===== src/rtl/pmb_telemetry_snap_if.sv =====
// -----------------------------------------------------------------------------
// pmb_telemetry_snap_if
// Byte-read bus of the PMB telemetry block.
//   rd_en    : byte read strobe (host -> block)
//   rd_addr  : byte address, sampled when rd_en=1 (host -> block)
//   rd_data  : registered read data (block -> host)
//   rd_ack   : one-cycle acknowledge, one cycle after rd_en (block -> host)
// The host side uses the master modport, the telemetry block the slave modport.
// -----------------------------------------------------------------------------
interface pmb_telemetry_snap_if #(
   parameter int AWIDTH = 8
) ();

   logic              rd_en;
   logic [AWIDTH-1:0] rd_addr;
   logic [7:0]        rd_data;
   logic              rd_ack;

   modport master (
      output rd_en,
      output rd_addr,
      input  rd_data,
      input  rd_ack
   );

   modport slave (
      input  rd_en,
      input  rd_addr,
      output rd_data,
      output rd_ack
   );

endinterface


===== src/rtl/pmb_telemetry_snap.sv =====
// -----------------------------------------------------------------------------
// pmb_telemetry_snap
// Captures NCHAN post-processed ADC channel values, tracks a per-channel peak,
// keeps sticky new-data / overrun flags and serves all of it over a registered
// byte-read port. Reading a low byte latches the matching high byte into a
// shadow register so a multi-byte value is always read coherently.
//
// Ports:
//   wr_clk     : clock
//   reset      : asynchronous, active-low reset
//   ch_data    : packed channel values, channel k at [k*DWIDTH +: DWIDTH]
//   ch_valid   : per-channel one-cycle update strobe
//   pk_clr     : per-channel peak clear strobe
//   rd_bus     : byte-read bus (rd_en, rd_addr, rd_data, rd_ack), slave side
//   new_flags  : sticky new-data flags (register outputs)
//   ovr_flags  : sticky overrun flags (register outputs)
//
// Byte map, offsets from BASE_ADDR, channel k:
//   4k+0 live[7:0] (loads live shadow), 4k+1 live shadow,
//   4k+2 peak[7:0] (loads peak shadow), 4k+3 peak shadow,
//   4*NCHAN new_flags (clear-on-read), 4*NCHAN+1 ovr_flags (clear-on-read).
// -----------------------------------------------------------------------------
module pmb_telemetry_snap #(
   parameter int          NCHAN     = 6,
   parameter int          DWIDTH    = 11,
   parameter int unsigned BASE_ADDR = 8'h98,
   parameter int          AWIDTH    = 8
) (
   input  logic                    wr_clk,
   input  logic                    reset,
   input  logic [NCHAN*DWIDTH-1:0] ch_data,
   input  logic [NCHAN-1:0]        ch_valid,
   input  logic [NCHAN-1:0]        pk_clr,
   pmb_telemetry_snap_if.slave     rd_bus,
   output logic [NCHAN-1:0]        new_flags,
   output logic [NCHAN-1:0]        ovr_flags
);

   localparam logic [AWIDTH-1:0] BASE_A  = AWIDTH'(BASE_ADDR);
   localparam logic [AWIDTH-1:0] NEW_OFS = AWIDTH'(4 * NCHAN);
   localparam logic [AWIDTH-1:0] OVR_OFS = AWIDTH'(4 * NCHAN + 1);

   // Upper bits of a channel value, zero-extended to one byte.
   function automatic logic [7:0] hi_byte(input logic [DWIDTH-1:0] value);
      hi_byte = 8'(value >> 8);
   endfunction

   // Low byte of a channel value.
   function automatic logic [7:0] lo_byte(input logic [DWIDTH-1:0] value);
      lo_byte = value[7:0];
   endfunction

   logic [DWIDTH-1:0] live_r        [NCHAN];
   logic [DWIDTH-1:0] peak_r        [NCHAN];
   logic [7:0]        shadow_live_r [NCHAN];
   logic [7:0]        shadow_pk_r   [NCHAN];
   logic [DWIDTH-1:0] slice_s       [NCHAN];
   logic [NCHAN-1:0]  new_r;
   logic [NCHAN-1:0]  ovr_r;
   logic [NCHAN-1:0]  new_nxt_s;
   logic [NCHAN-1:0]  ovr_nxt_s;
   logic [7:0]        rd_data_r;
   logic              rd_ack_r;

   logic [AWIDTH-1:0] offset_s;
   logic              rd_hit_s;
   logic [7:0]        rd_byte_s;
   logic [NCHAN-1:0]  live_lo_rd_s;
   logic [NCHAN-1:0]  live_hi_rd_s;
   logic [NCHAN-1:0]  pk_lo_rd_s;
   logic [NCHAN-1:0]  pk_hi_rd_s;
   logic              new_rd_s;
   logic              ovr_rd_s;

   // The lower-bound compare guards against the subtraction wrapping for
   // addresses below the map.
   assign offset_s = rd_bus.rd_addr - BASE_A;
   assign rd_hit_s = rd_bus.rd_en && (rd_bus.rd_addr >= BASE_A);

   // Address decode and read-data AND-OR mux; out-of-map reads select nothing.
   always_comb begin
      rd_byte_s    = 8'h00;
      live_lo_rd_s = '0;
      live_hi_rd_s = '0;
      pk_lo_rd_s   = '0;
      pk_hi_rd_s   = '0;
      new_rd_s     = rd_hit_s && (offset_s == NEW_OFS);
      ovr_rd_s     = rd_hit_s && (offset_s == OVR_OFS);
      for (int k = 0; k < NCHAN; k++) begin
         live_lo_rd_s[k] = rd_hit_s && (offset_s == AWIDTH'(4 * k));
         live_hi_rd_s[k] = rd_hit_s && (offset_s == AWIDTH'(4 * k + 1));
         pk_lo_rd_s[k]   = rd_hit_s && (offset_s == AWIDTH'(4 * k + 2));
         pk_hi_rd_s[k]   = rd_hit_s && (offset_s == AWIDTH'(4 * k + 3));
         rd_byte_s = rd_byte_s
                   | ({8{live_lo_rd_s[k]}} & lo_byte(live_r[k]))
                   | ({8{live_hi_rd_s[k]}} & shadow_live_r[k])
                   | ({8{pk_lo_rd_s[k]}}   & lo_byte(peak_r[k]))
                   | ({8{pk_hi_rd_s[k]}}   & shadow_pk_r[k]);
      end
      rd_byte_s = rd_byte_s
                | ({8{new_rd_s}} & 8'(new_r))
                | ({8{ovr_rd_s}} & 8'(ovr_r));
   end

   // Flag next-state: a new sample always sets new_flags, even over a
   // clear-on-read; overrun only when an unread sample is overwritten.
   always_comb begin
      new_nxt_s = ch_valid | (new_r & ~{NCHAN{new_rd_s}});
      ovr_nxt_s = (ch_valid & new_r & ~{NCHAN{new_rd_s}})
                | (ovr_r & ~{NCHAN{ovr_rd_s}});
   end

   // Sticky flag registers.
   always_ff @(posedge wr_clk or negedge reset) begin
      if (!reset) begin
         new_r <= '0;
         ovr_r <= '0;
      end else begin
         new_r <= new_nxt_s;
         ovr_r <= ovr_nxt_s;
      end
   end

   // Registered read port; a read in flight is dropped by reset.
   always_ff @(posedge wr_clk or negedge reset) begin
      if (!reset) begin
         rd_data_r <= 8'h00;
         rd_ack_r  <= 1'b0;
      end else begin
         rd_ack_r <= rd_bus.rd_en;
         if (rd_bus.rd_en) begin
            rd_data_r <= rd_byte_s;
         end
      end
   end

   for (genvar k = 0; k < NCHAN; k++) begin : g_chan
      assign slice_s[k] = ch_data[k*DWIDTH +: DWIDTH];

      // Live value and peak; a same-cycle update overrides a peak clear.
      always_ff @(posedge wr_clk or negedge reset) begin
         if (!reset) begin
            live_r[k] <= '0;
            peak_r[k] <= '0;
         end else begin
            if (ch_valid[k]) begin
               live_r[k] <= slice_s[k];
               if (pk_clr[k] || (slice_s[k] > peak_r[k])) begin
                  peak_r[k] <= slice_s[k];
               end
            end else if (pk_clr[k]) begin
               peak_r[k] <= '0;
            end
         end
      end

      // Shadows latch the pre-update value, matching the low byte returned.
      always_ff @(posedge wr_clk or negedge reset) begin
         if (!reset) begin
            shadow_live_r[k] <= 8'h00;
            shadow_pk_r[k]   <= 8'h00;
         end else begin
            if (live_lo_rd_s[k]) begin
               shadow_live_r[k] <= hi_byte(live_r[k]);
            end
            if (pk_lo_rd_s[k]) begin
               shadow_pk_r[k] <= hi_byte(peak_r[k]);
            end
         end
      end
   end

   assign rd_bus.rd_data = rd_data_r;
   assign rd_bus.rd_ack  = rd_ack_r;
   assign new_flags      = new_r;
   assign ovr_flags      = ovr_r;

endmodule


===== src/flat_wrapper.sv =====
// flat-port wrapper written by rule: the top's interface ports become plain ports
module pmb_telemetry_snap_flat 
#(
   parameter int          NCHAN     = 6,
   parameter int          DWIDTH    = 11,
   parameter int unsigned BASE_ADDR = 8'h98,
   parameter int          AWIDTH    = 8
)
  (wr_clk, reset, ch_data, ch_valid, pk_clr, new_flags, ovr_flags, rd_bus_rd_en, rd_bus_rd_addr, rd_bus_rd_data, rd_bus_rd_ack);
  pmb_telemetry_snap_if #(.AWIDTH(AWIDTH)) rd_bus_i ();
  input  logic wr_clk;
  input  logic reset;
  input  logic [NCHAN*DWIDTH-1:0] ch_data;
  input  logic [NCHAN-1:0] ch_valid;
  input  logic [NCHAN-1:0] pk_clr;
  output logic [NCHAN-1:0] new_flags;
  output logic [NCHAN-1:0] ovr_flags;
  input wire logic [$bits(rd_bus_i.rd_en)-1:0] rd_bus_rd_en;
  input wire logic [$bits(rd_bus_i.rd_addr)-1:0] rd_bus_rd_addr;
  output wire logic [$bits(rd_bus_i.rd_data)-1:0] rd_bus_rd_data;
  output wire logic [$bits(rd_bus_i.rd_ack)-1:0] rd_bus_rd_ack;
  assign rd_bus_i.rd_en = rd_bus_rd_en;
  assign rd_bus_i.rd_addr = rd_bus_rd_addr;
  assign rd_bus_rd_data = rd_bus_i.rd_data;
  assign rd_bus_rd_ack = rd_bus_i.rd_ack;
  pmb_telemetry_snap #(.NCHAN(NCHAN), .DWIDTH(DWIDTH), .BASE_ADDR(BASE_ADDR), .AWIDTH(AWIDTH)) u_core (.wr_clk(wr_clk), .reset(reset), .ch_data(ch_data), .ch_valid(ch_valid), .pk_clr(pk_clr), .rd_bus(rd_bus_i), .new_flags(new_flags), .ovr_flags(ovr_flags));
endmodule

===== config.mk =====
export PLATFORM = sky130hd
export DESIGN_NAME = pmb_telemetry_snap_flat
export DESIGN_NICKNAME = d
export VERILOG_FILES = /design/src/rtl/pmb_telemetry_snap_if.sv /design/src/rtl/pmb_telemetry_snap.sv /design/src/flat_wrapper.sv
export SDC_FILE = /design/constraint.sdc
export NUM_CORES = 1
export LEC_CHECK = 0
export ABC_AREA = 0
export CAP_MARGIN = 20
export CELL_PAD_IN_SITES_DETAIL_PLACEMENT = 1
export CELL_PAD_IN_SITES_GLOBAL_PLACEMENT = 1
export CORE_MARGIN = 5
export CORE_UTILIZATION = 45
export CTS_BUF_LIST = sky130_fd_sc_hd__clkbuf_8
export DETAILED_ROUTE_END_ITERATION = 12
export GPL_TIMING_DRIVEN = 0
export PLACE_DENSITY = 0.86
export SKIP_CTS_REPAIR_TIMING = 1
export SLEW_MARGIN = 0
export SYNTH_ARGS = -nofsm -noshare
export SYNTH_HDL_FRONTEND = slang
export SYNTH_SLANG_ARGS = --single-unit

===== constraint.sdc =====
create_clock -name wr_clk -period 2.7 [get_ports wr_clk]
set_input_delay 0.27 -clock wr_clk [delete_from_list [all_inputs] [get_ports wr_clk]]
set_output_delay 0.27 -clock wr_clk [all_outputs]
set_load 0.02 [all_outputs]

==> run_results.csv, run 1 <==
group,metric,value,unit
status,status,"finished, violations left",
status,violations,"setup timing",
global_routing,grt_pass1_wl,54540,um
cells_and_area,num-nets-final,1281,
drt,vias_per_cell,6.078,
place,placed_area,11560,um^2
worst_setup_path,slowest_stage,"clkdlybuf4s50_1",
worst_setup_path,critPathArrivalTime,3.12,ns
logic_synthesis,post_synth.cell_area_avg,10.14,um^2
drt,drt_iter0_markers,702,
global_routing,grt_use_total,0.2741,
floorplan,fp.dieArea,25690,um^2
power_and_ir_drop,ir_drop,0.2740,mV
floorplan,io_pins,110,
timing,maxSlewHeadroom,0.4161,
global_routing,grt_antenna_before_repair,1,
floorplan,placementRows,55,
worst_setup_path,crit_buf_inv,2,
logic_synthesis,synth_edf_count,0,
logic_synthesis,synth.net_count,1158,
worst_setup_path,crit_required,3.08,ns
global_routing,grt_max_degree,98,
worst_setup_path,r2r_slack,0.21,ns
logic_synthesis,synthFlopType,"dfrtp_1",
clocking,cts_root_buf,"clkbuf_8",
drt,routed-via-count,8649,
global_routing,grt_overflow,0,
timing,hold_violations,0,
worst_setup_path,worstSetupStartpoint,"rd_bus_rd_addr[3]",
logic_synthesis,synthArstFlopShare,1.000,
cells_and_area,syn_to_final_growth,19.94,%
cells_and_area,fin_area,12190,um^2
logic_synthesis,synth_area,10160,um^2
logic_synthesis,syn_inst,1002,
clocking,clk_latency,0.49,ns
timing,fin_worst_hold_slack,0.1811,ns
global_routing,grt_pass1_vias,9412,
cells_and_area,num_antenna_cells,0,
cells_and_area,final_common_cell,"dfrtp_1",
timing,min_period_over_period,1.015,
worst_setup_path,worstSetupStartpointType,"input port",
cells_and_area,drive_above_1_share,0.1090,
clocking,clk_pin_slew,0.10,ns
logic_synthesis,yosysSeqAreaShare,0.4653,
place,port_buffers,101,
timing,final_max_slew_viol_count,0,
timing,fin_crit,2.740,ns
timing,rsz0062_at_grt,"true",
power_and_ir_drop,power_density,587.6,nW/um^2
clocking,cts_tree,"done",
cells_and_area,final_cell_mix,"189 x dfrtp_1, 148 x inv_1, 99 x nand2_1, 99 x clkdlybuf4s50_1, 84 x o21ai_0",
drt,drc_errors,0,
cells_and_area,multiInputGateArea,4782,um^2
drt,first_pass_iters,5,
timing,fmax,0.3649,GHz
worst_hold_path,worstHoldPathType,"input port to register",
worst_setup_path,crit_type,"input port to register",
clocking,cts_buffers,17,
clocking,clock_sinks,189,
floorplan,die_w,160.3,um
worst_setup_path,critical-path-top-delay-family,"compound AO/OA/AOI/OAI gates",
timing,setup_ws,-0.04025,ns
worst_setup_path,cpPeakStageDelay,0.54,ns
power_and_ir_drop,p_leak,5.698,nW
drt,wl,34950,um
logic_synthesis,synth_cell_types,65,
floorplan,dieHeight,160.3,um
worst_hold_path,hp-start,"ch_valid[0]",
clocking,h-tree-depth,4,
timing,worst_pin_slew,0.8692,ns
timing,tns,-0.04025,ns
place,place_congestion,0.9437,
cells_and_area,final-seq-area,4730,um^2
logic_synthesis,yosys_register_bits,189,
timing,fin_skew,0.008763,ns
timing,setup_viol,1,
floorplan,start_util,0.4531,
drt,wire_per_inst,24.56,um
flow_run,cap_viol_max_count,0,
power_and_ir_drop,power,0.007163,W
cells_and_area,fill_cells,2487,
drt,drtAntennaViolNets,0,
floorplan,coreArea,22430,um^2
worst_setup_path,crit_fanout,10,
worst_setup_path,timing.critical_path.cells,"clkdlybuf4s50_1 -> ha_2 -> clkbuf_2 -> nand2_1 -> o22ai_1 -> a22oi_1 -> nor2_1 -> a2111oi_2 -> nand4_1 -> o22a_1",
worst_setup_path,worstReg2RegStart,"u_core.peak_r[45]",
place,place_hpwl,26500,um
clocking,clk_path_buf_depth,2,
worst_setup_path,endpoint_kind,"register",
logic_synthesis,ys.warnings.count,0,
## cell families after synthesis
| kind of cell | share of synthesized area |
|---|---|
| adders and majority gates | 0.08247 |
| AOI/OAI and AO/OA | 0.1544 |
| buffers and inverters | 0.07336 |
| and+or+nand+nor | 0.1030 |
| DFF | 0.4653 |
| muxes | 0.1215 |
## worst reg2reg max path, stage by stage (launching register included)
cell and delay (ns):
dfrtp_1 0.43, inv_1 0.08, ha_1 0.29, nor2b_1 0.13, o21ai_0 0.17, a21oi_1 0.10, a211oi_1 0.24, o21ai_0 0.14
a31oi_1 0.29, buf_4 0.28, mux2i_1 0.26
## worst paths after layout
kind,cells past startpoint,to
max,10,u_core.rd_bus.rd_data[2]
min,3,u_core.peak_r[56]
max reg2reg,10,u_core.peak_r[48]
min reg2reg,1,u_core.shadow_pk_r[16]
max in group asynchronous,3,u_core.peak_r[3]
min in group asynchronous,2,u_core.live_r[12]
## Yosys cell counts (7+ instances only)
cell type,instances,area (um^2)
a211oi_1,7,52.55
a21o_1,24,180.2
a21oi_1,14,70.07
a222oi_1,8,80.08
a22oi_1,20,150.1
a31oi_1,12,75.07
clkbuf_1,32,120.1
dfrtp_1,189,4730
ha_1,67,838.3
inv_1,148,555.5
mux2_2,43,484.2
mux2i_1,75,750.7
nand2_1,99,371.6
nand3_1,10,50.05
nand4_1,21,131.4
nor2_1,19,71.32
nor2b_1,11,68.82
nor3_1,12,60.06
nor4_1,7,43.79
o21ai_0,84,420.4
## metrics by stage
stage | utilization | setup slack [ns] | instances
6_report | 0.5434 | -0.04025 | 1423
5_1_grt | 0.5434 | -0.08750 | 1423
4_1_cts | 0.5363 | -0.7778 | 1421
3_5_place_dp | 0.5155 | -1.254 | 1389
3_3_place_gp | 0.5141 | -6.464 | 1388
2_1_floorplan | - | 0.3171 | 1002
## state kept, by name, summed over array words and instances, names as in the netlist
name	count
u_core.ovr_flags	6
u_core.live_r	66
u_core.rd_bus.rd_ack	1
u_core.peak_r	66
u_core.shadow_pk_r	18
u_core.new_flags	6
u_core.rd_bus.rd_data	8
u_core.shadow_live_r	18
## report_power, final
part,internal (W),leakage (nW),switching [W]
registers,0.00311,2.37,0.000273
logic,0.000639,3.10,0.000882
clock network,0.00112,0.233,0.00114
total,0.00487,5.70,0.00229
## cell type report
cell class	count	share of cell area
Tap cell	285	0.02925
Sequential cell	189	0.3879
Timing Repair Buffer	108	0.09052
Buffer	41	0.01632
Clock inverter	15	0.01899
Multi-Input combinational cell	620	0.3922
Inverter	148	0.04557
Clock buffer	17	0.01919
## per-layer routing
metal | routed length [um] | global-route usage | part of all wire | vias to the layer above
li1 | - | - | - | 3787
met1 | 14110 | 0.3495 | 0.40 | 4395
met2 | 16770 | 0.4547 | 0.48 | 366
met3 | 2522 | 0.05979 | 0.072 | 99
met4 | 1537 | 0.1130 | 0.044 | 2
met5 | 7 | 0 | 0.00020 | -
Power figures use the tool's default switching activity.
==> inputs of run 2 (changes only) <==
Settings changed: CORE_MARGIN 5 to 2, CTS_BUF_LIST sky130_fd_sc_hd__clkbuf_8 to sky130_fd_sc_hd__clkbuf_16.
==> run_results.csv, run 2 (synthesis results as in run 1) <==
group,metric,value,unit
status,status,"completed",
cells_and_area,drive_above_1_share,0.1131,
clocking,cts_buffers,17,
drt,drc_errors,0,
global_routing,grt_overflow,0,
timing,fin_skew,0.01347,ns
cells_and_area,final_cell_mix,"189 x dfrtp_1, 148 x inv_1, 98 x nand2_1, 98 x clkdlybuf4s50_1, 84 x o21ai_0",
drt,routed-via-count,8613,
cells_and_area,num_antenna_cells,0,
floorplan,fp.dieArea,23810,um^2
clocking,clk_path_buf_depth,2,
clocking,clock_sinks,189,
cells_and_area,final_common_cell,"dfrtp_1",
place,place_congestion,0.9688,
global_routing,grt_use_total,0.3036,
timing,min_period_over_period,0.9639,
cells_and_area,num-nets-final,1285,
drt,wire_per_inst,24.82,um
worst_setup_path,endpoint_kind,"register",
power_and_ir_drop,p_leak,5.773,nW
clocking,cts_tree,"done",
global_routing,grt_pass1_vias,9443,
worst_setup_path,slowest_stage,"nor3_1",
flow_run,cap_viol_max_count,0,
worst_setup_path,critical-path-top-delay-family,"buffers and inverters",
timing,hold_violations,0,
clocking,cts_root_buf,"clkbuf_16",
timing,final_max_slew_viol_count,0,
worst_setup_path,crit_type,"input port to register",
power_and_ir_drop,cellInternalPower,0.005163,W
power_and_ir_drop,ir_drop,0.3785,mV
timing,worst_pin_slew,0.8565,ns
timing,maxSlewHeadroom,0.4246,
clocking,h-tree-depth,4,
clocking,clk_pin_slew,0.07,ns
floorplan,dieHeight,154.3,um
power_and_ir_drop,swShare,0.3195,
worst_setup_path,crit_required,3.06,ns
power_and_ir_drop,pwr-share-comb,0.203,
worst_hold_path,worstHoldPathType,"input port to register",
worst_setup_path,timing.critical_path.cells,"clkdlybuf4s50_1 -> a211o_1 -> and3_4 -> buf_6 -> o211ai_4 -> buf_4 -> nor3_1 -> a221oi_1 -> a31oi_1",
floorplan,placementRows,54,
drt,drtAntennaViolNets,0,
timing,setup_viol,0,
floorplan,start_util,0.4615,
place,place_hpwl,26340,um
timing,fmax,0.3842,GHz
power_and_ir_drop,pwr-share-seq,0.447,
floorplan,io_pins,110,
drt,wl,35270,um
drt,first_pass_iters,6,
clocking,clk_latency,0.45,ns
worst_setup_path,worstSetupStartpointType,"input port",
worst_setup_path,crit_buf_inv,3,
drt,drt_iter0_markers,721,
place,port_buffers,101,
floorplan,die_w,154.3,um
timing,fin_crit,2.603,ns
global_routing,grt_pass1_wl,54730,um
cells_and_area,syn_to_final_growth,21.71,%
timing,rsz0062_at_grt,"false",
power_and_ir_drop,power,0.007587,W
power_and_ir_drop,power_density,613.2,nW/um^2
power_and_ir_drop,pwr-share-clk,0.350,
global_routing,grt_antenna_before_repair,0,
floorplan,coreArea,22030,um^2
timing,tns,0,ns
cells_and_area,largest_registers,"u_core.live_r: 66 flops, u_core.peak_r: 66 flops",
drt,vias_per_cell,6.061,
worst_setup_path,critPathArrivalTime,2.97,ns
power_and_ir_drop,p_sw,0.002424,W
worst_setup_path,cpPeakStageDelay,0.67,ns
worst_setup_path,crit_fanout,8,
global_routing,grt_max_degree,110,
[run 2: cell count changes in the layout (fill, tap and decap cells not counted), moves of 2 or more]
| cell | previous run | this run |
|---|---|---|
| clkinv_2 | 2 | 0 |
| clkinv_4 | 2 | 4 |
| inv_8 | 1 | 4 |
| clkbuf_2 | 8 | 11 |
| bufinv_16 | 5 | 2 |
| clkbuf_8 | 17 | 0 |
| clkbuf_16 | 0 | 17 |
| inv_6 | 4 | 1 |
[run 2: area by class of cell]
class                   count  area, um^2
well taps                 280       350.3
clock inverters            14       180.2
repair buffers            110        1119
flip-flops and latches    189        4730
clock buffers              17       425.4
plain buffers              42       202.7
fillers                  2414        9654
inverters                 148       555.5
multi-input cells         621        4810
[run 2: worst paths after layout]
kind	depth (start not counted)	start	to	slack, ns
setup / recovery	9	rd_bus_rd_addr[6]	u_core.rd_bus.rd_data[7]	0.1
hold / removal	3	ch_valid[0]	u_core.peak_r[57]	0.21
setup reg to reg	10	u_core.peak_r[45]	u_core.peak_r[48]	0.18
hold reg to reg	1	u_core.shadow_pk_r[17]	u_core.shadow_pk_r[17]	0.51
max in group asynchronous	3	reset	u_core.new_flags[5]	1.34
min in group asynchronous	2	reset	u_core.peak_r[20]	0.38
[run 2: worst register-to-register path, stage by stage (launching register included)]
cell and delay (ns):
dfrtp_1 0.41, inv_1 0.08, ha_1 0.31, nor2b_1 0.14, o21ai_0 0.15, a21oi_1 0.09, a211oi_1 0.21, o21ai_0 0.11
a31oi_1 0.28, clkbuf_2 0.38, mux2i_1 0.27
[run 2: per-layer routing]
metal	routed length, um	track usage	part of all wire
met5	0	0	0
met4	1221	0.1120	0.035
met2	16930	0.5074	0.48
met1	14620	0.3813	0.41
met3	2497	0.07901	0.071
[run 2: power by group through the flow]
stage | combinational, W | sequential [W] | clock (W)
6_report | 0.00154 | 0.00339 | 0.00265
3_5_place_dp | 0.00149 | 0.00342 | 0
3_3_place_gp | 0.00139 | 0.00341 | 0
4_1_cts | 0.00152 | 0.00338 | 0.00266
5_1_grt | 0.00173 | 0.00340 | 0.00278
2_1_floorplan | 0.000923 | 0.00329 | 0
[run 2: stage by stage]
stage	instances	setup WS (ns)	hold WS (ns)	cell area, um^2	util
finish	1421	0.09736	0.2126	12370	0.5617
global route	1421	0.01004	0.2529	12370	0.5617
CTS	1416	-0.7657	-0.1679	12170	0.5525
detailed placement	1385	-1.202	0.2935	11560	0.5250
global placement	1383	-6.477	0.4826	11530	0.5233
floorplan	1002	0.3171	-0.02559	10160	-
==> variant (config.mk and constraints of run 1) <==
`DWIDTH` is set to 11 in 2 places; all go to 9.
--- a/src/rtl/pmb_telemetry_snap.sv
+++ b/src/rtl/pmb_telemetry_snap.sv
@@ -24,3 +24,3 @@
    parameter int          NCHAN     = 6,
-   parameter int          DWIDTH    = 11,
+   parameter int          DWIDTH    = 9,
    parameter int unsigned BASE_ADDR = 8'h98,
--- a/src/flat_wrapper.sv
+++ b/src/flat_wrapper.sv
@@ -4,3 +4,3 @@
    parameter int          NCHAN     = 6,
-   parameter int          DWIDTH    = 11,
+   parameter int          DWIDTH    = 9,
    parameter int unsigned BASE_ADDR = 8'h98,
Ports: changed (resized ch_data); port bits go from 110 to 98. The function was not compared with the original's and may differ.
==> variant against run 1 <==
Count of clock-buffer cells in the layout grew 1; setup slack gained 0.11 ns; cell area shrank 20%; routed wire length shrank 22%; register-to-register slack gained 0.21 ns; critical path depth is the same; total power shrank 24%; final cell count shrank 17%; critical endpoint is now u_core.rd_bus.rd_data[4]; sequential cell count shrank 48; synthesized area shrank 20%; highest routed layer is now met4; sequential power shrank 26%.
==> variant: results <==
export IMPL_p_int_mw=3.70
export IMPL_worstReg2RegStart="u_core.peak_r[1]"
export IMPL_clkSlewWorstSetupHoldPaths_ns=0.08
export IMPL_synthTopCellsByCount="dfrtp_1 (141), inv_1 (118), nand2_1 (83)"
export IMPL_rr_worst_depth=9
export IMPL_drt_iter0_markers=367
export IMPL_use_met2=0.469
export IMPL_grt_use_total=0.271
export IMPL_fill_cells=2027
export IMPL_syn_nets=954
export IMPL_rrSetupSlack_ns=0.42
export IMPL_gp_congestion=1.02
export IMPL_slew_headroom=0.500
export IMPL_nNonClkBuffers=137
export IMPL_dp_slack_ns=-0.390
export IMPL_clkPwrFrac=0.317
export IMPL_final_cells=1181
export IMPL_grt_pass1_vias=7455
export IMPL_fin_skew_ns=0.0119
export IMPL_synthMuxAreaShare=0.108
export IMPL_synthTopCellsByArea="dfrtp_1 (44%), ha_1 (8.5%), mux2i_1 (7.7%), inv_1 (5.5%), o21ai_0 (4.3%)"
export IMPL_crit_arrival_ns=3.02
export IMPL_totalWireLength_um=27300
export IMPL_placed_cell_area_mm2=0.00936
export IMPL_inv_count=118
export IMPL_place_inst=1148
export IMPL_pwr_share_comb=0.222
export IMPL_synth_distinct_cells=74
export IMPL_io_buffers=96
export IMPL_min_to="u_core.rd_bus.rd_data[2]"
export IMPL_worstReg2RegEnd="u_core.peak_r[5]"
export IMPL_top_layer="met4"
export IMPL_seq_share=0.361
export IMPL_drive_gt1_frac=0.0956
export IMPL_holdPathStages=4
export IMPL_grt_util_met1=0.331
export IMPL_synth_compound_area_share=0.158
export IMPL_total_power_mw=5.45
export IMPL_avgSynthCellArea_um2=9.83
export IMPL_status="finished, final reports clean"
export IMPL_ys_seq_area_frac=0.437
export IMPL_fin_util=0.548
export IMPL_holdWs_ns=0.248
[variant: worst max-delay path, stage by stage]
cell	delay, ns
clkdlybuf4s50_1	0.58
ha_1	0.37
clkbuf_2	0.22
buf_1	0.45
nand2_1	0.15
o41ai_1	0.40
a31oi_1	0.14
a22oi_1	0.21
a221oi_1	0.07
a31oi_1	0.17
[variant: kinds of logic after synthesis]
family	Yosys count
AO/OA/AOI/OAI	189
AND/OR/NAND/NOR	201
flip-flops	141
buffers and inverters	157
multiplexers	79
adder cells (fa/ha/maj)	55
[variant: how the worst max path moves through the flow]
stage,to,slack [ns],depth (start not counted)
2_1_floorplan,u_core.shadow_live_r[8],0.81,7
3_3_place_gp,u_core.live_r[23],-4.25,1
3_5_place_dp,u_core.rd_bus.rd_data[5],-0.39,9
4_1_cts,u_core.rd_bus.rd_data[5],0.09,9
5_1_grt,u_core.rd_bus.rd_data[5],0.07,9
6_report,u_core.rd_bus.rd_data[4],0.07,10
